==> src/rtl/keypad_input_driver.sv <==
// Keypad scanner for a 74HC165-style PISO chain: debounces all keys across scans
// and queues new presses, delivering them as key indices over valid/ready.
module keypad_input_driver #(
    parameter int NUM_KEYS         = 16,
    parameter int DEBOUNCE_SCANS   = 2,
    parameter int SCAN_IDLE_CYCLES = 64,
    parameter int CODE_WIDTH       = $clog2(NUM_KEYS)
) (
    input  logic                  clk,
    input  logic                  rst_n,
    input  logic                  i_sr_data,
    output logic                  o_sr_clk,
    output logic                  o_sr_load_n,
    output logic [CODE_WIDTH-1:0] o_key_code,
    output logic                  o_key_valid,
    input  logic                  i_key_ready,
    output logic [NUM_KEYS-1:0]   o_keys_held
);

    localparam int BIT_W       = (NUM_KEYS > 1) ? $clog2(NUM_KEYS) : 1;
    localparam int CNT_W       = $clog2(DEBOUNCE_SCANS + 1);
    localparam int IDLE_W      = (SCAN_IDLE_CYCLES > 1) ? $clog2(SCAN_IDLE_CYCLES) : 1;
    localparam int IDLE_LAST_I = (SCAN_IDLE_CYCLES > 0) ? SCAN_IDLE_CYCLES - 1 : 0;

    localparam logic [BIT_W-1:0]  LAST_BIT  = BIT_W'(NUM_KEYS - 1);
    localparam logic [CNT_W-1:0]  DB_MAX    = CNT_W'(DEBOUNCE_SCANS);
    localparam logic [IDLE_W-1:0] IDLE_LAST = IDLE_W'(IDLE_LAST_I);

    typedef enum logic [1:0] {
        S_LOAD,
        S_SHIFT,
        S_EVAL,
        S_IDLE
    } state_t;

    state_t              state;
    logic [BIT_W-1:0]    bit_idx;
    logic                phase_b;
    logic [IDLE_W-1:0]   idle_cnt;
    logic [NUM_KEYS-1:0] snapshot;
    logic [NUM_KEYS-1:0] last_snapshot;
    logic [NUM_KEYS-1:0] debounced;
    logic [CNT_W-1:0]    stable_cnt;
    logic [NUM_KEYS-1:0] pending;
    logic                sr_clk_q;
    logic                load_n_q;

    logic                snap_same;
    logic [CNT_W-1:0]    cnt_inc;
    logic                accept_now;
    logic [NUM_KEYS-1:0] new_press;
    logic [CODE_WIDTH-1:0] low_code;
    logic                low_found;
    logic [NUM_KEYS-1:0] accept_mask;

    // Debounce decision, evaluated only while the FSM sits in EVAL.
    always_comb begin
        snap_same  = (snapshot == last_snapshot);
        cnt_inc    = (stable_cnt == DB_MAX) ? stable_cnt : stable_cnt + CNT_W'(1);
        accept_now = (state == S_EVAL) && snap_same && (cnt_inc == DB_MAX);
        new_press  = accept_now ? (snapshot & ~debounced) : '0;
    end

    always_comb begin
        low_code  = '0;
        low_found = 1'b0;
        for (int unsigned i = 0; i < NUM_KEYS; i++) begin
            if (pending[i] && !low_found) begin
                low_code  = CODE_WIDTH'(i);
                low_found = 1'b1;
            end
        end
    end

    always_comb begin
        accept_mask = '0;
        if (low_found && i_key_ready)
            accept_mask = NUM_KEYS'(1) << low_code;
    end

    // The pin flops take the value chosen in the current phase, so each pin lags
    // the state by one cycle: load_n is low during the first SHIFT cycle, and the
    // data bit is captured in the second (phase B) cycle while the pin is still low.
    always_ff @(posedge clk or negedge rst_n) begin
        if (!rst_n) begin
            state         <= S_LOAD;
            bit_idx       <= '0;
            phase_b       <= 1'b0;
            idle_cnt      <= '0;
            snapshot      <= '0;
            last_snapshot <= '0;
            debounced     <= '0;
            stable_cnt    <= '0;
            sr_clk_q      <= 1'b0;
            load_n_q      <= 1'b1;
        end else begin
            case (state)
                S_LOAD: begin
                    load_n_q <= 1'b0;
                    sr_clk_q <= 1'b0;
                    bit_idx  <= '0;
                    phase_b  <= 1'b0;
                    state    <= S_SHIFT;
                end
                S_SHIFT: begin
                    if (!phase_b) begin
                        load_n_q <= 1'b1;
                        sr_clk_q <= 1'b0;
                        phase_b  <= 1'b1;
                    end else begin
                        snapshot[bit_idx] <= ~i_sr_data;
                        sr_clk_q          <= 1'b1;
                        phase_b           <= 1'b0;
                        if (bit_idx == LAST_BIT)
                            state <= S_EVAL;
                        else
                            bit_idx <= bit_idx + BIT_W'(1);
                    end
                end
                S_EVAL: begin
                    sr_clk_q <= 1'b0;
                    load_n_q <= 1'b1;
                    if (!snap_same) begin
                        last_snapshot <= snapshot;
                        stable_cnt    <= '0;
                    end else begin
                        stable_cnt <= cnt_inc;
                        if (cnt_inc == DB_MAX)
                            debounced <= snapshot;
                    end
                    idle_cnt <= '0;
                    state    <= (SCAN_IDLE_CYCLES == 0) ? S_LOAD : S_IDLE;
                end
                S_IDLE: begin
                    sr_clk_q <= 1'b0;
                    load_n_q <= 1'b1;
                    if (idle_cnt == IDLE_LAST)
                        state <= S_LOAD;
                    else
                        idle_cnt <= idle_cnt + IDLE_W'(1);
                end
                default: state <= S_LOAD;
            endcase
        end
    end

    // A new press on the bit being accepted in the same cycle keeps it pending.
    always_ff @(posedge clk or negedge rst_n) begin
        if (!rst_n)
            pending <= '0;
        else
            pending <= (pending & ~accept_mask) | new_press;
    end

    assign o_sr_clk    = sr_clk_q;
    assign o_sr_load_n = load_n_q;
    assign o_key_valid = low_found;
    assign o_key_code  = low_code;
    assign o_keys_held = debounced;

endmodule
==> config.mk <==
export PLATFORM = sky130hd
export DESIGN_NAME = keypad_input_driver
export DESIGN_NICKNAME = d
export VERILOG_FILES = /design/src/rtl/keypad_input_driver.sv
export SDC_FILE = /design/constraint.sdc
export NUM_CORES = 1
export LEC_CHECK = 0
export ABC_AREA = 1
export BUFFER_PORTS_ARGS = -buffer_cell sky130_fd_sc_hd__buf_2
export CAP_MARGIN = 0
export CORE_UTILIZATION = 55
export CTS_BUF_LIST = sky130_fd_sc_hd__clkbuf_4
export DETAILED_ROUTE_END_ITERATION = 7
export GPL_TIMING_DRIVEN = 0
export PLACE_DENSITY = 0.74
export REMOVE_ABC_BUFFERS = 1
export SYNTH_ARGS = -nofsm -noshare
export SYNTH_HDL_FRONTEND = slang
export SYNTH_SLANG_ARGS = --single-unit
==> constraint.sdc <==
create_clock -name clk -period 3.5 [get_ports clk]
set_input_delay 0.7 -clock clk [delete_from_list [all_inputs] [get_ports clk]]
set_output_delay 0.7 -clock clk [all_outputs]
set_load 0.01 [all_outputs]
Yosys cells after proc, flatten, opt, wreduce, memory -nomap -nowiden

Index checks and enable logic that the tools add are counted.

Register bits after elaboration: 81
Input port bits: 4
Logic and storage cells: 136

$add $sub $neg: 3
$lt $le $gt $ge: 2
Equal/unequal tests: 14
Shift-type cells: 1
Mux-type cells: 53
Bitwise logic cells: 7
Reductions and logical operators: 45

Operators with widths:

| kind                                                | number |
|---|---|
| 2-to-1 mux 4 bit                                    | 16 |
| bitwise AND 16 bit                                  | 2 |
| 2-to-1 mux 16 bit                                   | 2 |
| inverter 16 bit                                     | 2 |
| 2-to-1 mux 1 bit                                    | 21 |
| logical AND 1 bit                                   | 19 |
| bitwise mux 16 bit                                  | 1 |
| == test 16 bit                                      | 1 |
| OR 16 bit                                           | 1 |
| << shifter 1 x 4 -> 16 bit (first input constant)   | 1 |
| zero test 1 bit                                     | 15 |
| inequality test 2 bit (second input constant)       | 6 |
| case mux 6 bit (2 select lines)                     | 1 |
| 2-to-1 mux 2 bit                                    | 5 |
| AND reduction 3 bit                                 | 3 |
| == test 2 bit (second input constant)               | 4 |
| case mux 2 bit (4 select lines)                     | 1 |
| case mux 4 bit (2 select lines)                     | 1 |
| adder 6 x 1 -> 6 bit (second input constant)        | 1 |
| == test 6 bit (second input constant)               | 1 |
| 2-to-1 mux 6 bit                                    | 1 |
| AND reduction 2 bit                                 | 3 |
| < comparator 4 x 5 -> 1 bit (second input constant) | 1 |
| adder 4 x 1 -> 4 bit (second input constant)        | 1 |
| 12 further kinds                                    | 15 |

Logic depth before layout (Yosys ltp)

Gate-level depths: netlist of the first run.

Depth after elaboration: 51
Depth in mapped cells: 13
Mapped depth without buffers: 13

Worst setup path before layout of the first run

No wires, ideal clock.

Kind: register to output
From: register pending[0]
To: output port o_key_code[0]
Arrival: 1458 ps
Required time: 2800 ps
Path slack: 1342 ps
Stages on the path, launching flop included: 10
Cell sequence: dfrtp_1 -> nor2_2 -> nand3_2 -> nor2_4 -> nand4_4 -> nor2_4 -> nand4_4 -> nor2_4 -> nand3_1 -> nand2_1

Cells in the longest elaborated chain, start to end: 46

Ends and longest elaborated chain:

| item                   | RTL line | RTL |
|---|---|---|
| start, declared        | 44       | `logic [NUM_KEYS-1:0] pending;` |
| start signal, assigned | 152      | `pending <= (pending & ~accept_mask) \| new_press;` |
| 2-to-1 mux 1 bit *     | 68       | `if (pending[i] && !low_found) begin` |
| zero test 1 bit        | 68       |  |
| logical AND 1 bit      | 68       |  |
| 2-to-1 mux 1 bit       | 68       |  |
| zero test 1 bit        | 68       |  |
| logical AND 1 bit      | 68       |  |
| 2-to-1 mux 1 bit       | 68       |  |
| zero test 1 bit        | 68       |  |
| (+30 left out)         | --       |  |
| logical AND 1 bit      | 68       |  |
| 2-to-1 mux 1 bit       | 68       |  |
| zero test 1 bit        | 68       |  |
| logical AND 1 bit      | 68       |  |
| 2-to-1 mux 1 bit       | 68       |  |
| zero test 1 bit        | 68       |  |
| logical AND 1 bit      | 68       |  |
| 2-to-1 mux 4 bit *     | 68       |  |
| end, declared          | 14       | `output logic [CODE_WIDTH-1:0] o_key_code,` |

Every way passes the cells marked *; elsewhere a longest branch is shown, timed or not.

Worst setup path in the final report of the first run

Ends and elaborated chain as after synthesis.

==> flow_summary_export.csv, run 1 <==
group,metric,value,unit
setup_path,critPathLaunchType,"flop",
sta,fin_crit_sh,80.45,%
setup_path,crit_path_end_kind,"output pin",
sta,finalHoldViolCount,0,
grt,grt_max_degree,43,
sta,slew_headroom,30.13,%
drt,drc,0,
floorplan,rows,30,
pwr,power.density,556.2,nW/µm²
cts,ctsLongestPathBuffers,2,
setup_path,cp_max_fo,4,
floorplan,initial_utilization,57.20,%
cts,htreeDepth,3,
pwr,vdd_ir_drop_max,0.2310,mV
placed_design,dp_slack,1.041,ns
grt,grt_usage,22.07,%
sta,fin_skew,0.01322,ns
synthesis,synthXorXnorAreaFrac,3.606,%
drt,vias_per_cell,5.317,
drt,wire_per_inst,13.13,µm
placed_design,numPortBuffers,26,
setup_path,r2r-start,"last_snapshot[9]",
synthesis,ys_top_cells_by_area,"dfrtp_1, nand2_1, inv_1",
synthesis,synth_most_common_cell,"dfrtp_1",
setup_path,ff2ff_path_depth,7,
synthesis,synth_common_cells,"dfrtp_1, nand2_1, inv_1, o21ai_0, nor2_1",
cts,clock-sinks,81,
finish,fillCellCount,564,
setup_path,path_cells,"nor2_2 > nand3_2 > nor2_4 > nand4_4 > nor2_4 > nand4_4 > nor2_4 > nand3_1 > nand2_1 > buf_2",
synthesis,post_synth.cell_area_avg,9.101,µm²
synthesis,synth_ff_type,"dfrtp_1",
floorplan,die_h,86.06,µm
drt,vias,2956,
cts,cts_setup_buffers,0,
setup_path,r2r-end,"o_keys_held[10]",
setup_path,cp.arrival,2.12,ns
synthesis,synth_top_cell_area_share,51.51,%
finish,num_antenna_cells,0,
cts,cts_made_buffers,9,
pwr,p_int,1.620,mW
synthesis,synth_fa_ha_area_share,3.863,%
floorplan,pin_count,27,
sta,min_period,2.816,ns
synthesis,yosysTopAreaCell,"dfrtp_1",
placed_design,gp_congestion,0.7979,
sta,drv_slew,0,
pwr,combPwrFrac,26.5,%
sta,finalWorstSetupSlack,0.6843,ns
job,drv_cap,0,
synthesis,synth_compound_area_share,17.35,%
pwr,switchingPower,0.7723,mW
synthesis,synth_edf_count,0,
grt,antenna_found_initial,0,
cts,clk_pin_slew,0.14,ns
drt,wl,7303,µm
drt,drtIter0Drc,185,
synthesis,netlist_area,3886,µm²
pwr,p_sw_share,32.29,%
sta,setup_violations,0,
synthesis,async_flop_share,100.0,%
floorplan,die_area,7406,µm²
synthesis,synthMuxAreaShare,0,%
setup_path,cpPeakStageDelay,0.44,ns
cts,cts_tree,"built",
synthesis,synth_cells,427,
synthesis,ys_warn_count,0,
synthesis,synth_simple_gate_area_share,16.13,%
pwr,pwr-share-seq,44.9,%
sta,fmax,355.2,MHz
min_path,hp-class,"in2async",
setup_path,cp_common_cell,"nor2_4",
setup_path,critPathLaunch,"pending[0]",
sta,tightestPinTransition,1.045,ns
pwr,p_clk_share,28.6,%
pwr,total_leakage_power,2.160,nW
cts,clock_latency,0.41,ns
grt,grt-ovfl-total,0,
synthesis,synth-seq-cells,81,
finish,finalNetCount,471,
floorplan,die_w,86.06,µm
finish,finalInstanceArea,4300,µm²
cts,cts_resized,0,
sta,rsz0062_at_grt,"false",
cts,holdBufCountCts,0,
drt,drtAntennaViolNets,0,
grt,grt_pass1_wl,12670,µm
synthesis,seq_area_frac_synth,52.19,%
placed_design,dp_hpwl,5341,µm
floorplan,coreArea,6794,µm²
drt,first_pass_iters,7,
placed_design,place_area,4114,µm²
setup_path,crit_path_end,"o_key_code[0]",
finish,synthToLayoutAreaGrowth,10.66,%
finish,drive_gt1_share,12.61,%
setup_path,worstSetupPathType,"reg2out",
synthesis,synth_top_family_by_area,"compound AO/OA/AOI/OAI gates",
synthesis,synth.distinct_cells,38,
setup_path,required,2.80,ns
grt,grt_pass1_vias,2730,
setup_path,r2r_slack,1.04,ns
cts,cts_root_buf,"clkbuf_4",
sta,finalSetupTns,0,ns
setup_path,slowest_stage,"dfrtp_1",
status,run_status,"finished, final reports clean",
==> layer usage <==
layer | global-route usage [%] | wire [µm] | share of wire, %
met5 | 0 | 0 | 0
met4 | 8.485 | 61 | 0.84
met3 | 2.887 | 210 | 2.9
met2 | 35.79 | 3527 | 48
met1 | 30.41 | 3503 | 48
==> area by class of cell <==
type | count | area [µm²] | share of cell area (%)
sequential | 81 | 2028 | 47.16
clock buffer | 9 | 67.56 | 1.571
inverter | 59 | 221.5 | 5.150
multi-input combinational | 277 | 1592 | 37.01
tap | 96 | 120.1 | 2.793
clock inverter | 7 | 118.9 | 2.764
timing repair buffer | 27 | 152.6 | 3.550
==> sequential cells by signal, indices dropped and copies added, names as in the netlist <==
register,flops
pending,16
o_sr_clk,1
idle_cnt,6
o_sr_load_n,1
phase_b,1
last_snapshot,16
snapshot,16
bit_idx,4
o_keys_held,16
state,2
stable_cnt,2
==> critical path: cells and delay by family, from the launching register on <==
kind	cells	cell delay [ns]
DFF	1	0.44
and+or+nand+nor	9	1.14
buffers and inverters	1	0.12
==> stage by stage <==
| stage | hold WS, ns | cells | util, % | power [mW] |
|---|---|---|---|---|
| 6_report | 0.2358 | 556 | 63.30 | 2.392 |
| 2_1_floorplan | 0.4044 | 417 | - | 1.553 |
| 3_3_place_gp | 0.4697 | 539 | 60.22 | 1.715 |
| 4_1_cts | 0.2452 | 556 | 63.30 | 2.415 |
| 3_5_place_dp | 0.4706 | 540 | 60.55 | 1.733 |
| 5_1_grt | 0.2560 | 556 | 63.30 | 2.552 |
==> cells in the final DEF, fill, tap and decap left out, drive strengths merged, types with 3 or more instances in the layout <==
| master | count |
|---|---|
| bufinv | 3 |
| clkbuf | 9 |
| nand3 | 15 |
| nor2 | 32 |
| dfrtp | 80 |
| o21ai | 60 |
| o31ai | 15 |
| nand4 | 5 |
| nand2 | 71 |
| ha | 12 |
| a21oi | 18 |
| inv | 59 |
| a31oi | 16 |
| buf | 27 |
| xnor2 | 14 |
==> how the worst min path moves through the flow <==
stage	cells past startpoint	slack [ns]	startpoint	endpoint
6_report	1	0.24	rst_n	idle_cnt[1]
5_1_grt	1	0.26	rst_n	idle_cnt[1]
4_1_cts	1	0.25	rst_n	idle_cnt[1]
3_5_place_dp	1	0.47	o_keys_held[5]	pending[5]
3_3_place_gp	1	0.47	o_keys_held[4]	pending[4]
2_1_floorplan	0	0.40	rst_n	bit_idx[0]
==> power by group through the flow <==
stage               sequential [mW]  combinational [mW]  clock, mW
floorplan                      1.08               0.476          0
global placement               1.09               0.628          0
detailed placement             1.09               0.642          0
CTS                            1.07               0.645      0.698
global route                   1.09               0.723      0.742
finish                         1.07               0.634      0.684
==> kinds of logic (layout without fill, tap and decap cells) <==
logic type | count (synthesis) | in the layout
AOI/OAI and AO/OA | 118 | 118
xor gates and xnor gates | 16 | 16
adders and majority gates | 12 | 12
buffers and inverters | 69 | 102
DFF | 81 | 81
and+or+nand+nor | 131 | 131
Note: power is estimated with default switching activity, not from simulation.
==> run 2, diff against run 1 <==
clock period = 2.8 ns   (was 3.5 ns; I/O delays follow)
==> run 2 against run 1 <==
Effect of this change:
- wire length up 0.71%
- cell area up 0.64%
- non-clock buffer count up 3
- clock skew down 0.0030 ns
- global-route usage unchanged
- critical path depth unchanged
- utilization up 0.41 points
- combinational power up 31%
- via count down 0.78%
- final cell count up 0.54%
- hold slack worse by 0.14 ns
==> flow_summary_export.csv, run 2 (same netlist as run 1, synthesis figures left out) <==
group,metric,value,unit
setup_path,ff2ff_path_depth,7,
pwr,power.density,699.3,nW/µm²
setup_path,crit_family,"simple AND/OR/NAND/NOR gates",
cts,clk_pin_slew,0.13,ns
setup_path,r2r_slack,0.35,ns
sta,finalSetupTns,0,ns
floorplan,initial_utilization,57.20,%
cts,cts_root_buf,"clkbuf_4",
grt,antenna_found_initial,0,
pwr,total_leakage_power,2.176,nW
floorplan,rows,30,
placed_design,dp_hpwl,5341,µm
cts,cts_tree,"built",
finish,synthToLayoutAreaGrowth,11.37,%
min_path,hp-class,"in2async",
floorplan,die_area,7406,µm²
setup_path,r2r-end,"o_keys_held[10]",
finish,num_antenna_cells,0,
floorplan,die_w,86.06,µm
grt,grt-ovfl-total,0,
grt,grt-busiest-layer,"met2",
pwr,vdd_ir_drop_max,0.2896,mV
setup_path,crit_path_end_kind,"output pin",
finish,final_cell_mix,"dfrtp_1, nand2_1, inv_1, o21ai_0, nor2_1",
setup_path,cp_max_fo,4,
cts,htreeDepth,3,
drt,wire_per_inst,13.16,µm
cts,clock_latency,0.41,ns
setup_path,path_cells,"nor2_4 > nand3_2 > nor2_4 > nand4_4 > nor2_4 > nand4_4 > nor2_4 > nand3_1 > nand2_1 > buf_2",
floorplan,coreArea,6794,µm²
placed_design,dp_slack,0.3409,ns
sta,slew_headroom,31.60,%
finish,layout_commonest_cell,"dfrtp_1",
sta,fmax,380.1,MHz
setup_path,cpPeakStageDelay,0.44,ns
pwr,totalPowerFinal,3.026,mW
drt,drtIter0Drc,172,
sta,fin_crit_sh,93.95,%
grt,grt_max_degree,43,
drt,drtAntennaViolNets,0,
sta,tightestPinTransition,1.023,ns
sta,min_period,2.631,ns
sta,finalWorstSetupSlack,0.1693,ns
grt,met2_usage,35.79,%
setup_path,slowest_stage,"dfrtp_1",
grt,grt_use_met1,30.41,%
setup_path,cp.arrival,2.07,ns
finish,drive_gt1_share,13.17,%
cts,cts_made_buffers,9,
grt,grt_pass1_vias,2730,
grt,grt_pass1_wl,12670,µm
drt,vias,2933,
drt,vias_per_cell,5.247,
finish,finalNetCount,474,
placed_design,numPortBuffers,26,
sta,rsz0062_at_grt,"true",
sta,fin_skew,0.01025,ns
grt,grt_usage,22.07,%
cts,ctsLongestPathBuffers,2,
setup_path,required,2.24,ns
drt,drc,0,
drt,wl,7355,µm
placed_design,gp_congestion,0.7979,
status,run_status,"finished, final reports clean",
sta,drv_slew,0,
sta,setup_violations,0,
sta,finalHoldViolCount,0,
cts,clock-sinks,81,
floorplan,pin_count,27,
floorplan,die_h,86.06,µm
setup_path,critPathBufInv,1,
setup_path,cp_common_cell,"nor2_4",
setup_path,r2r-start,"last_snapshot[9]",
job,drv_cap,0,
drt,first_pass_iters,5,
setup_path,critPathLaunchType,"flop",
setup_path,worstSetupPathType,"reg2out",
grt,met3_usage,2.887,%
[run 2: stage by stage]
stage                     area (µm²)  util, %  std cells  hold WS (ns)
final                           4328    63.70        559       0.09146
after global routing            4328    63.70        559        0.1160
after CTS                       4300    63.30        556        0.1052
after detailed placement        4114    60.55        540        0.4706
after global placement          4091    60.22        539        0.4697
after floorplan                 3841        -        417        0.2644
[run 2: worst max-delay path by stage]
stage	start	to	depth (start not counted)	slack, ns
floorplan	pending[0]	o_key_code[0]	9	0.78
global placement	snapshot[2]	o_keys_held[0]	7	0.41
detailed placement	last_snapshot[9]	o_keys_held[10]	7	0.34
CTS	pending[0]	o_key_code[0]	10	0.08
global route	pending[3]	o_key_code[0]	10	0.001
finish	pending[3]	o_key_code[0]	10	0.17
[run 2: routing by layer]
metal | up-vias | part of all wire (%)
li1 | 1501 | -
met1 | 1388 | 48
met2 | 38 | 49
met3 | 6 | 1.9
met4 | 0 | 1.0
met5 | - | 0
[run 2: report_power, final]
part,switching (mW),internal (mW)
Clock,0.403,0.451
Sequential,0.0870,1.26
Combinational,0.484,0.344
[run 2: cell type report]
class                           count  area (µm²)
Clock inverter                      7       118.9
Multi-Input combinational cell    277        1597
Tap cell                           96       120.1
Timing Repair Buffer               30       175.2
Inverter                           59       221.5
Sequential cell                    81        2028
Fill cell                         565        2466
Clock buffer                        9       67.56
[run 2: worst reg2reg max path: cells and delay by family, from the launching register on]
kind,cells,cell delay [ns]
flip-flops,1,0.42
AND/OR/NAND/NOR,4,1.23
buffers and inverters,1,0.09
AO/OA/AOI/OAI,1,0.45
XOR/XNOR,1,0.16
[run 2: what timing repair did]
| action | in CTS | in global routing |
|---|---|---|
| endpoints found under the setup margin | 0 | 5 |
| hold endpoints to repair | 0 | 0 |
| hold buffers | 0 | 0 |
| buffers inserted | 0 | 3 |
| gates resized for setup | 0 | 1 |
